==> config.mk <==
export PLATFORM = sky130hd
export DESIGN_NAME = motor_duty_sequencer
export DESIGN_NICKNAME = d
export VERILOG_FILES = /design/src/rtl/motor_duty_sequencer.sv
export SDC_FILE = /design/constraint.sdc
export NUM_CORES = 1
export LEC_CHECK = 0
export CAP_MARGIN = 20
export CORE_ASPECT_RATIO = 1.4
export CORE_MARGIN = 8
export CORE_UTILIZATION = 43
export DETAILED_ROUTE_END_ITERATION = 16
export SETUP_SLACK_MARGIN = 0.2
export SLEW_MARGIN = 40
export SYNTH_ARGS = -nofsm -noshare
export SYNTH_HDL_FRONTEND = slang
export SYNTH_SLANG_ARGS = --single-unit
==> constraint.sdc <==
create_clock -name PWMClock -period 9.8 [get_ports PWMClock]
set_clock_uncertainty 0.15 [all_clocks]
set_input_delay 1.96 -clock PWMClock [delete_from_list [all_inputs] [get_ports PWMClock]]
set_output_delay 1.96 -clock PWMClock [all_outputs]
set_load 0.02 [all_outputs]
==> src/rtl/motor_duty_sequencer.sv <==
// Slew-limited motor duty sequencer: steps duty toward the throttle target once per PWM period,
// with brake override and a throttle-silence watchdog that ramps the motor down.
module motor_duty_sequencer #(
  parameter int unsigned TickDiv   = 5611,
  parameter int unsigned StepUp    = 8,
  parameter int unsigned StepDown  = 32,
  parameter int unsigned DutyMax   = 4095,
  parameter int unsigned WdogTicks = 1000
) (
  input  logic        PWMClock,
  input  logic        Reset_n,
  input  logic [11:0] cmd_i,
  input  logic        cmd_valid_i,
  input  logic        enable_in_i,
  input  logic        brake_i,
  input  logic        fault_clr_i,
  output logic [11:0] duty_out_o,
  output logic        motor_enable_o,
  output logic        at_target_o,
  output logic        fault_o,
  output logic [2:0]  state_o
);

  typedef enum logic [2:0] {
    StIdle  = 3'd0,
    StRamp  = 3'd1,
    StRun   = 3'd2,
    StBrake = 3'd3,
    StFault = 3'd4
  } state_e;

  localparam int unsigned WdogW     = $clog2(WdogTicks + 1);
  localparam logic [12:0] DutyMaxW  = 13'(DutyMax);
  localparam logic [11:0] DutyMax12 = 12'(DutyMax);
  localparam logic [12:0] StepUpW   = 13'(StepUp);
  localparam logic [12:0] StepDownW = 13'(StepDown);
  localparam logic [12:0] TickLast  = 13'(TickDiv - 1);
  localparam logic [WdogW-1:0] WdogLimit = WdogW'(WdogTicks);

  state_e           state_q, state_d;
  logic [11:0]      duty_q, duty_d;
  logic [11:0]      target_q, target_d;
  logic [12:0]      cnt_q, cnt_d;
  logic [WdogW-1:0] wdog_q, wdog_d;
  logic             motor_en_q, motor_en_d;
  logic             at_target_q, at_target_d;
  logic             fault_q, fault_d;

  logic             tick;
  logic             wdog_expired;
  logic [11:0]      eff_target;
  logic [12:0]      duty_w, eff_w, diff, step_sum;
  logic [11:0]      stepped;

  assign tick         = (cnt_q == TickLast);
  assign wdog_expired = (wdog_q >= WdogLimit);
  assign eff_target   = (!enable_in_i || state_q == StFault) ? 12'd0 : target_q;

  // One slew-limited step toward the effective target, computed in 13 bits so nothing wraps.
  always_comb begin
    duty_w = {1'b0, duty_q};
    eff_w  = {1'b0, eff_target};
    diff   = '0;
    if (duty_w < eff_w) begin
      diff     = eff_w - duty_w;
      step_sum = duty_w + ((diff < StepUpW) ? diff : StepUpW);
    end else begin
      diff     = duty_w - eff_w;
      step_sum = duty_w - ((diff < StepDownW) ? diff : StepDownW);
    end
    stepped = (step_sum > DutyMaxW) ? DutyMax12 : step_sum[11:0];
  end

  always_comb begin
    state_d     = state_q;
    duty_d      = duty_q;
    cnt_d       = tick ? 13'd0 : cnt_q + 13'd1;
    target_d    = target_q;
    wdog_d      = wdog_q;
    at_target_d = (duty_q == eff_target);

    if (cmd_valid_i) begin
      target_d = ({1'b0, cmd_i} > DutyMaxW) ? DutyMax12 : cmd_i;
    end

    unique case (state_q)
      StIdle: begin
        duty_d = 12'd0;
        if (eff_target != 12'd0) state_d = StRamp;
      end
      StRamp: begin
        if (tick) duty_d = stepped;
        if (wdog_expired) begin
          state_d = StFault;
        end else if (eff_target != 12'd0 && duty_q == eff_target) begin
          state_d = StRun;
        end else if (eff_target == 12'd0 && duty_q == 12'd0) begin
          state_d = StIdle;
        end
      end
      StRun: begin
        if (wdog_expired) begin
          state_d = StFault;
        end else if (duty_q != eff_target) begin
          state_d = StRamp;
        end
      end
      StBrake: begin
        duty_d = 12'd0;
        if (target_q == 12'd0) state_d = StIdle;
      end
      StFault: begin
        if (tick) duty_d = stepped;
        if (brake_i) duty_d = 12'd0;
        if (duty_q == 12'd0 && fault_clr_i) state_d = StIdle;
      end
      default: begin
        state_d = StIdle;
        duty_d  = 12'd0;
      end
    endcase

    // Brake outranks the watchdog everywhere except FAULT, which only loses its duty.
    if (brake_i && state_q != StFault) begin
      state_d = StBrake;
      duty_d  = 12'd0;
    end

    if (cmd_valid_i || brake_i || state_q == StIdle || state_q == StBrake) begin
      wdog_d = '0;
    end else if (tick && (state_q == StRamp || state_q == StRun) && !wdog_expired) begin
      wdog_d = wdog_q + WdogW'(1);
    end

    fault_d = (state_d == StFault);
    unique case (state_d)
      StRamp, StRun: motor_en_d = 1'b1;
      StFault:       motor_en_d = (duty_d != 12'd0);
      default:       motor_en_d = 1'b0;
    endcase
  end

  always_ff @(posedge PWMClock) begin
    if (!Reset_n) begin
      state_q     <= StIdle;
      duty_q      <= 12'd0;
      target_q    <= 12'd0;
      cnt_q       <= 13'd0;
      wdog_q      <= '0;
      motor_en_q  <= 1'b0;
      at_target_q <= 1'b1;
      fault_q     <= 1'b0;
    end else begin
      state_q     <= state_d;
      duty_q      <= duty_d;
      target_q    <= target_d;
      cnt_q       <= cnt_d;
      wdog_q      <= wdog_d;
      motor_en_q  <= motor_en_d;
      at_target_q <= at_target_d;
      fault_q     <= fault_d;
    end
  end

  assign duty_out_o     = duty_q;
  assign motor_enable_o = motor_en_q;
  assign at_target_o    = at_target_q;
  assign fault_o        = fault_q;
  assign state_o        = state_q;

endmodule

# [Yosys cells after proc, flatten, opt, wreduce, memory -nomap -nowiden]
# Index checks and enable logic that the tools add are counted.
[totals] reg_bits=53 inputBits=18 output_inout_bits=18 wordCells=73
[classes] n_eq_ne=11 bitwise_logic=1 n_reduce_logical=22 n_addsub=6 muxes=20 order_cmp=5
[op_table] cell="12-bit 2-to-1 mux" n=5
[op_table] cell="13-bit 2-to-1 mux" n=3
[op_table] cell="12-bit logical NOT" n=3
[op_table] cell="12-bit case mux with 3 select lines" n=1
[op_table] cell="3-bit 2-to-1 mux" n=9
[op_table] cell="12-bit by 12-bit subtractor with 13-bit output" n=2
[op_table] cell="12-bit nonzero test" n=2
[op_table] cell="3-bit case mux with 5 select lines" n=1
[op_table] cell="12-bit by 13-bit adder with 13-bit output" n=1
[op_table] cell="13-bit by 1-bit adder with 13-bit output, second input constant" n=1
[op_table] cell="13-bit == test, second input constant" n=1
[op_table] cell="13-bit by 12-bit > comparator with 1-bit output, second input constant" n=1
[op_table] cell="13-bit by 4-bit < comparator with 1-bit output, second input constant" n=1
[op_table] cell="13-bit by 6-bit < comparator with 1-bit output, second input constant" n=1
[op_table] cell="12-bit by 13-bit subtractor with 13-bit output" n=1
[op_table] cell="12-bit == test" n=1
[op_table] cell="12-bit < comparator" n=1
[op_table] cell="12-bit != test" n=1
[op_table] cell="10-bit by 1-bit adder with 10-bit output, second input constant" n=1
[op_table] cell="10-bit greater-or-equal comparator, second input constant" n=1
[op_table] cell="3-bit by 2-bit == test with 1-bit output, second input constant" n=3
[op_table] cell="3-bit by 1-bit == test with 1-bit output, second input constant" n=2
[op_table] cell="3-bit == test, second input constant" n=2
[op_table] cell="1-bit logical AND" n=6
[op_table] cell="other kinds (7)" n=14

# [Logic depth before layout (Yosys ltp)]
[depth] depth_word=16 depth_mapped=31 ltp_nobuf=29

# [Least setup slack after synthesis]
# Ideal clock, no wire load.
[synth_path] path_kind="input -> register" start="in enable_in_i" end="reg motor_en_q, in the netlist motor_enable_o" cell_stages=25 setup_slack_ns=2.268 arrival_time_ns=7.295 n_path_buf=1 cell_sequence="and2_1 > clkbuf_1 > nand2_1 > ha_1 > inv_1 > fa_1 > a41o_1 > a21oi_4 > o21ai_2 > xor2_1 > or4_4 > nor3_1 > nand2_1 > ha_1 > a22o_1 > fa_1 > nor2b_1 > o21ai_0 > a21oi_1 > o21ai_0 > a311oi_1 > xor2_4 > a21oi_1 > a41o_1 > a221oi_2"
[synth_between] elab_chain_len=16
[synth_rtl] element="from (decl)" line_no="14" text="input logic enable_in_i,"
[synth_rtl] element="1-bit logical NOT *" line_no="57" text="assign eff_target = (!enable_in_i || state_q == StFault) ? 12'd0 : target_q;"
[synth_rtl] element="1-bit logical OR *" line_no="57"
[synth_rtl] element="12-bit 2-to-1 mux *" line_no="57"
[synth_rtl] element="12-bit by 12-bit subtractor with 13-bit output, on equally long branches" line_no="68, 65"
[synth_rtl] element="13-bit by 6-bit < comparator with 1-bit output / 13-bit by 4-bit < comparator with 1-bit output (equally long branches)" line_no="69, 66"
[synth_rtl] element="13-bit 2-to-1 mux, on equally long branches" line_no="69, 66"
[synth_rtl] element="12-bit by 13-bit subtractor with 13-bit output / 12-bit by 13-bit adder with 13-bit output (equally long branches)" line_no="69, 66"
[synth_rtl] element="13-bit 2-to-1 mux" line_no="64" text="if (duty_w < eff_w) begin"
[synth_rtl] element="13-bit by 12-bit > comparator with 1-bit output" line_no="71" text="stepped = (step_sum > DutyMaxW) ? DutyMax12 : step_sum[11:0];"
[synth_rtl] element="12-bit 2-to-1 mux" line_no="71"
[synth_rtl] element="12-bit 2-to-1 mux" line_no="92, 113"
[synth_rtl] element="12-bit 2-to-1 mux" line_no="114" text="if (brake_i) duty_d = 12'd0;"
[synth_rtl] element="12-bit case mux with 3 select lines" line_no="86" text="unique case (state_q)"
[synth_rtl] element="12-bit 2-to-1 mux" line_no="124" text="if (brake_i && state_q != StFault) begin"
[synth_rtl] element="12-bit nonzero test" line_no="138" text="StFault: motor_en_d = (duty_d != 12'd0);"
[synth_rtl] element="1-bit case mux with 2 select lines *" line_no="136" text="unique case (state_d)"
[synth_rtl] element="to (signal assigned)" line_no="159" text="motor_en_q <= motor_en_d;"
[synth_rtl] element="to (decl)" line_no="45" text="logic motor_en_q, motor_en_d;"
# Mark *: on every way between the ends. The rest lies on a longest branch, timed or not.
# A chain may end at the register's enable or synchronous reset.

# [Final worst setup path]
# Ends and elaborated chain as after synthesis.

==> reports/metrics.yaml <==
fin_crit_sh_pct: 86.0
io_pins: 36
grt_usage_pct: 18.2
grt_start_max_net_pins: 18
multi_input_area_sq_um: 3220
maxCapViolations: 0
vias_per_cell: 5.69
ant_nets: 0
r2r-start: "state_o[1]"
first_pass_iters: 5
die_y_microns: 138
drv_slew: 0
design_area_sq_um: 5130
cts.sinks: 53
synth_top_area_share_pct: 23.3
syn-mean-instance-area_sq_um: 7.67
worstPathArrival_ns: 8.48
fillers: 1076
crit_fanout: 13
hold_viol: 0
outcome: "complete, no violations"
clk_path_buf_depth: 2
worstPathRequired_ns: 9.85
postCtsSetupRepairBufs: 0
dpl-instance-area_sq_um: 4980
rows: 44
cts_resized: 0
ff2ff_setup_slack_ns: 2.72
grt_pass1_vias: 4280
clk_latency_ns: 0.29
slew_headroom_pct: 46.0
path_delay_family: "compound AO/OA/AOI/OAI gates"
ys_top_cells_by_count: "nor2_1 (78), dfxtp_1 (53), inv_1 (49)"
hold_class: "reg2reg"
worstReg2RegEnd: "motor_enable_o"
diodes: 0
synth_edf_count: 0
start_kind: "input port"
antenna_found_initial: 0
seq_area_frac_synth_pct: 23.3
cts_tree: "built"
crit_path_frequent_cell: "o21ai_0"
yosysWarnings: 0
rsz0062_at_grt: "false"
final_nets: 677
core_area_sq_um: 10300
hold_end: "wdog_q[9]"
hp-start: "wdog_q[9]"
synth_most_common_cell: "nor2_1"
async_flop_share_pct: 0
initial_core_util_pct: 43.9
worst-setup-path-type: "in2reg"
portBuffers: 35
num_vias: 4283
synth_ff_type: "dfxtp_1"
routed_wl_mm: 12.5
reg2regPathDepth: 25
gp_congestion: 0.866
holdPathStages: 2
syn_nets: 656
syn_inst: 593
clkSlewWorstSetupHoldPaths_ns: 0.07
cts-buffers-inserted: 5
crit_chain: "clkdlybuf4s50_1 > and2_1 > nand2_1 > inv_1 > ha_1 > a211oi_2 > o221ai_1 > xnor2_1 > o21ai_0 > or4_4 > nor3_1 > nand2_1 > ha_1 > a22o_1 > fa_1 > nor2b_1 > o21ai_0 > a21oi_1 > o21ai_0 > a311oi_1 > xor2_4 > o221ai_1 > and4_1 > a221oi_2"
die-area_sq_um: 14200
tightest_slew_ns: 0.800
seqCellArea_sq_um: 1060
setup_viol: 0
dp_hpwl_mm: 10.1
slowest_stage: "or4_4"
grt_pass1_wl_mm: 20.6
synth_area_leaders: "dfxtp_1 (23%), ha_1 (12%), nor2_1 (6.4%)"
drc: 0
drtIter0Drc: 216
syn2layout_area_growth_pct: 12.9
crit_buf_inv: 2
cts_hold_buf: 0
htreeDepth: 2
power_density_nw_per_um2: 110
fmax_mhz: 119
cp-end-kind: "register"
yosys.area.top_type: "dfxtp_1"
synth_area_sq_um: 4550
ys_ff_latch: 53
p_leak_nw: 2.12
crit_path_max_incr_delay_ns: 0.58
tns_ns: 0
peakVddDrop_v: 0.000130
ys_types: 75
drive_gt1_share_pct: 4.88
die_w_microns: 103
cts_root_buffer: "clkbuf_16"
wl_per_cell_microns: 16.7
grt_overflow: 0
fin_crit_ns: 8.43
==> power by group <==
part | switching (mW) | total (mW) | leakage [nW] | internal, mW
Combinational | 0.0966 | 0.166 | 1.62 | 0.0690
Clock | 0.0777 | 0.171 | 0.0696 | 0.0938
Sequential | 0.00709 | 0.228 | 0.431 | 0.221
==> worst max path at each step <==
stage	startpoint	to	slack [ns]	depth (start not counted)
after floorplan	enable_in_i	motor_enable_o	2.27	25
after global placement	enable_in_i	motor_enable_o	1.32	24
after detailed placement	enable_in_i	motor_enable_o	1.13	24
after CTS	enable_in_i	motor_enable_o	1.41	24
after global routing	enable_in_i	motor_enable_o	0.88	24
final	enable_in_i	motor_enable_o	1.37	24
==> cells by family (layout without fill, tap and decap cells) <==
kind of cell               Yosys count  after routing  share of synthesized area (%)
and+or+nand+nor                    223            223                           23.6
AOI/OAI and AO/OA                  146            146                           22.5
buffers and inverters               71             93                           6.16
DFF                                 53             53                           23.3
adders and majority gates           45             45                           12.9
xor gates and xnor gates            36             36                           7.35
muxes                               19             19                           4.21
==> cell usage in the layout (no fill, tap or decap), types with 17 or more instances in the layout <==
cell | netlist | layout
o21ai_0 | 26 | 26
ha_1 | 42 | 42
xnor2_1 | 18 | 18
a21oi_1 | 38 | 38
inv_1 | 49 | 49
nor3_1 | 20 | 20
nand3_1 | 17 | 17
clkdlybuf4s50_1 | 0 | 35
nor2_1 | 78 | 77
nand2_1 | 47 | 47
dfxtp_1 | 53 | 53
xor2_1 | 17 | 17
mux2i_1 | 18 | 18
==> layer usage <==
metal	global-route usage (%)	vias to the layer above	wire length, microns
met5	0	-	0
met4	7.26	0	367
met3	2.23	22	419
met2	33.1	99	6370
met1	20.7	2008	5390
li1	-	2154	-
==> layout make-up <==
type	count	share of cell area, %
timing repair buffer	35	6.83
inverter	50	3.66
clock buffer	5	2.44
multi-input combinational	469	62.7
clock inverter	3	0.341
tap	138	3.36
sequential	53	20.7
==> registers in the layout, indices dropped and copies added (netlist names) <==
register,flops
target_q,12
wdog_q,10
motor_enable_o,1
at_target_o,1
state_o,3
duty_out_o,12
cnt_q,13
fault_o,1
==> worst register-to-register path, stage by stage, from the launching register on <==
cell and delay [ns]:
dfxtp_1 0.59, nor2_1 0.10, nand2_1 0.10, and2_1 0.39, nand2_1 0.14, inv_1 0.07
ha_1 0.33, a211oi_2 0.33, o221ai_1 0.19, xnor2_1 0.24, o21ai_0 0.15, or4_4 0.58
nor3_1 0.34, nand2_1 0.11, ha_1 0.32, a22o_1 0.24, fa_1 0.41, nor2b_1 0.16
o21ai_0 0.11, a21oi_1 0.27, o21ai_0 0.15, a311oi_1 0.54, xor2_4 0.33, o221ai_1 0.21
and4_1 0.22, a221oi_2 0.24
==> stage by stage <==
stage | hold slack [ns] | power [mW] | util [%] | std cells | setup WS, ns
after floorplan | 0.286 | 0.354 | - | 593 | 2.27
after global placement | 0.304 | 0.395 | 48.1 | 745 | 1.32
after detailed placement | 0.319 | 0.396 | 48.2 | 745 | 1.13
after CTS | 0.333 | 0.570 | 49.5 | 753 | 1.41
after global routing | 0.376 | 0.596 | 49.6 | 753 | 0.881
final | 0.329 | 0.565 | 49.6 | 753 | 1.37
No activity file was read; power rests on OpenSTA's default activity.
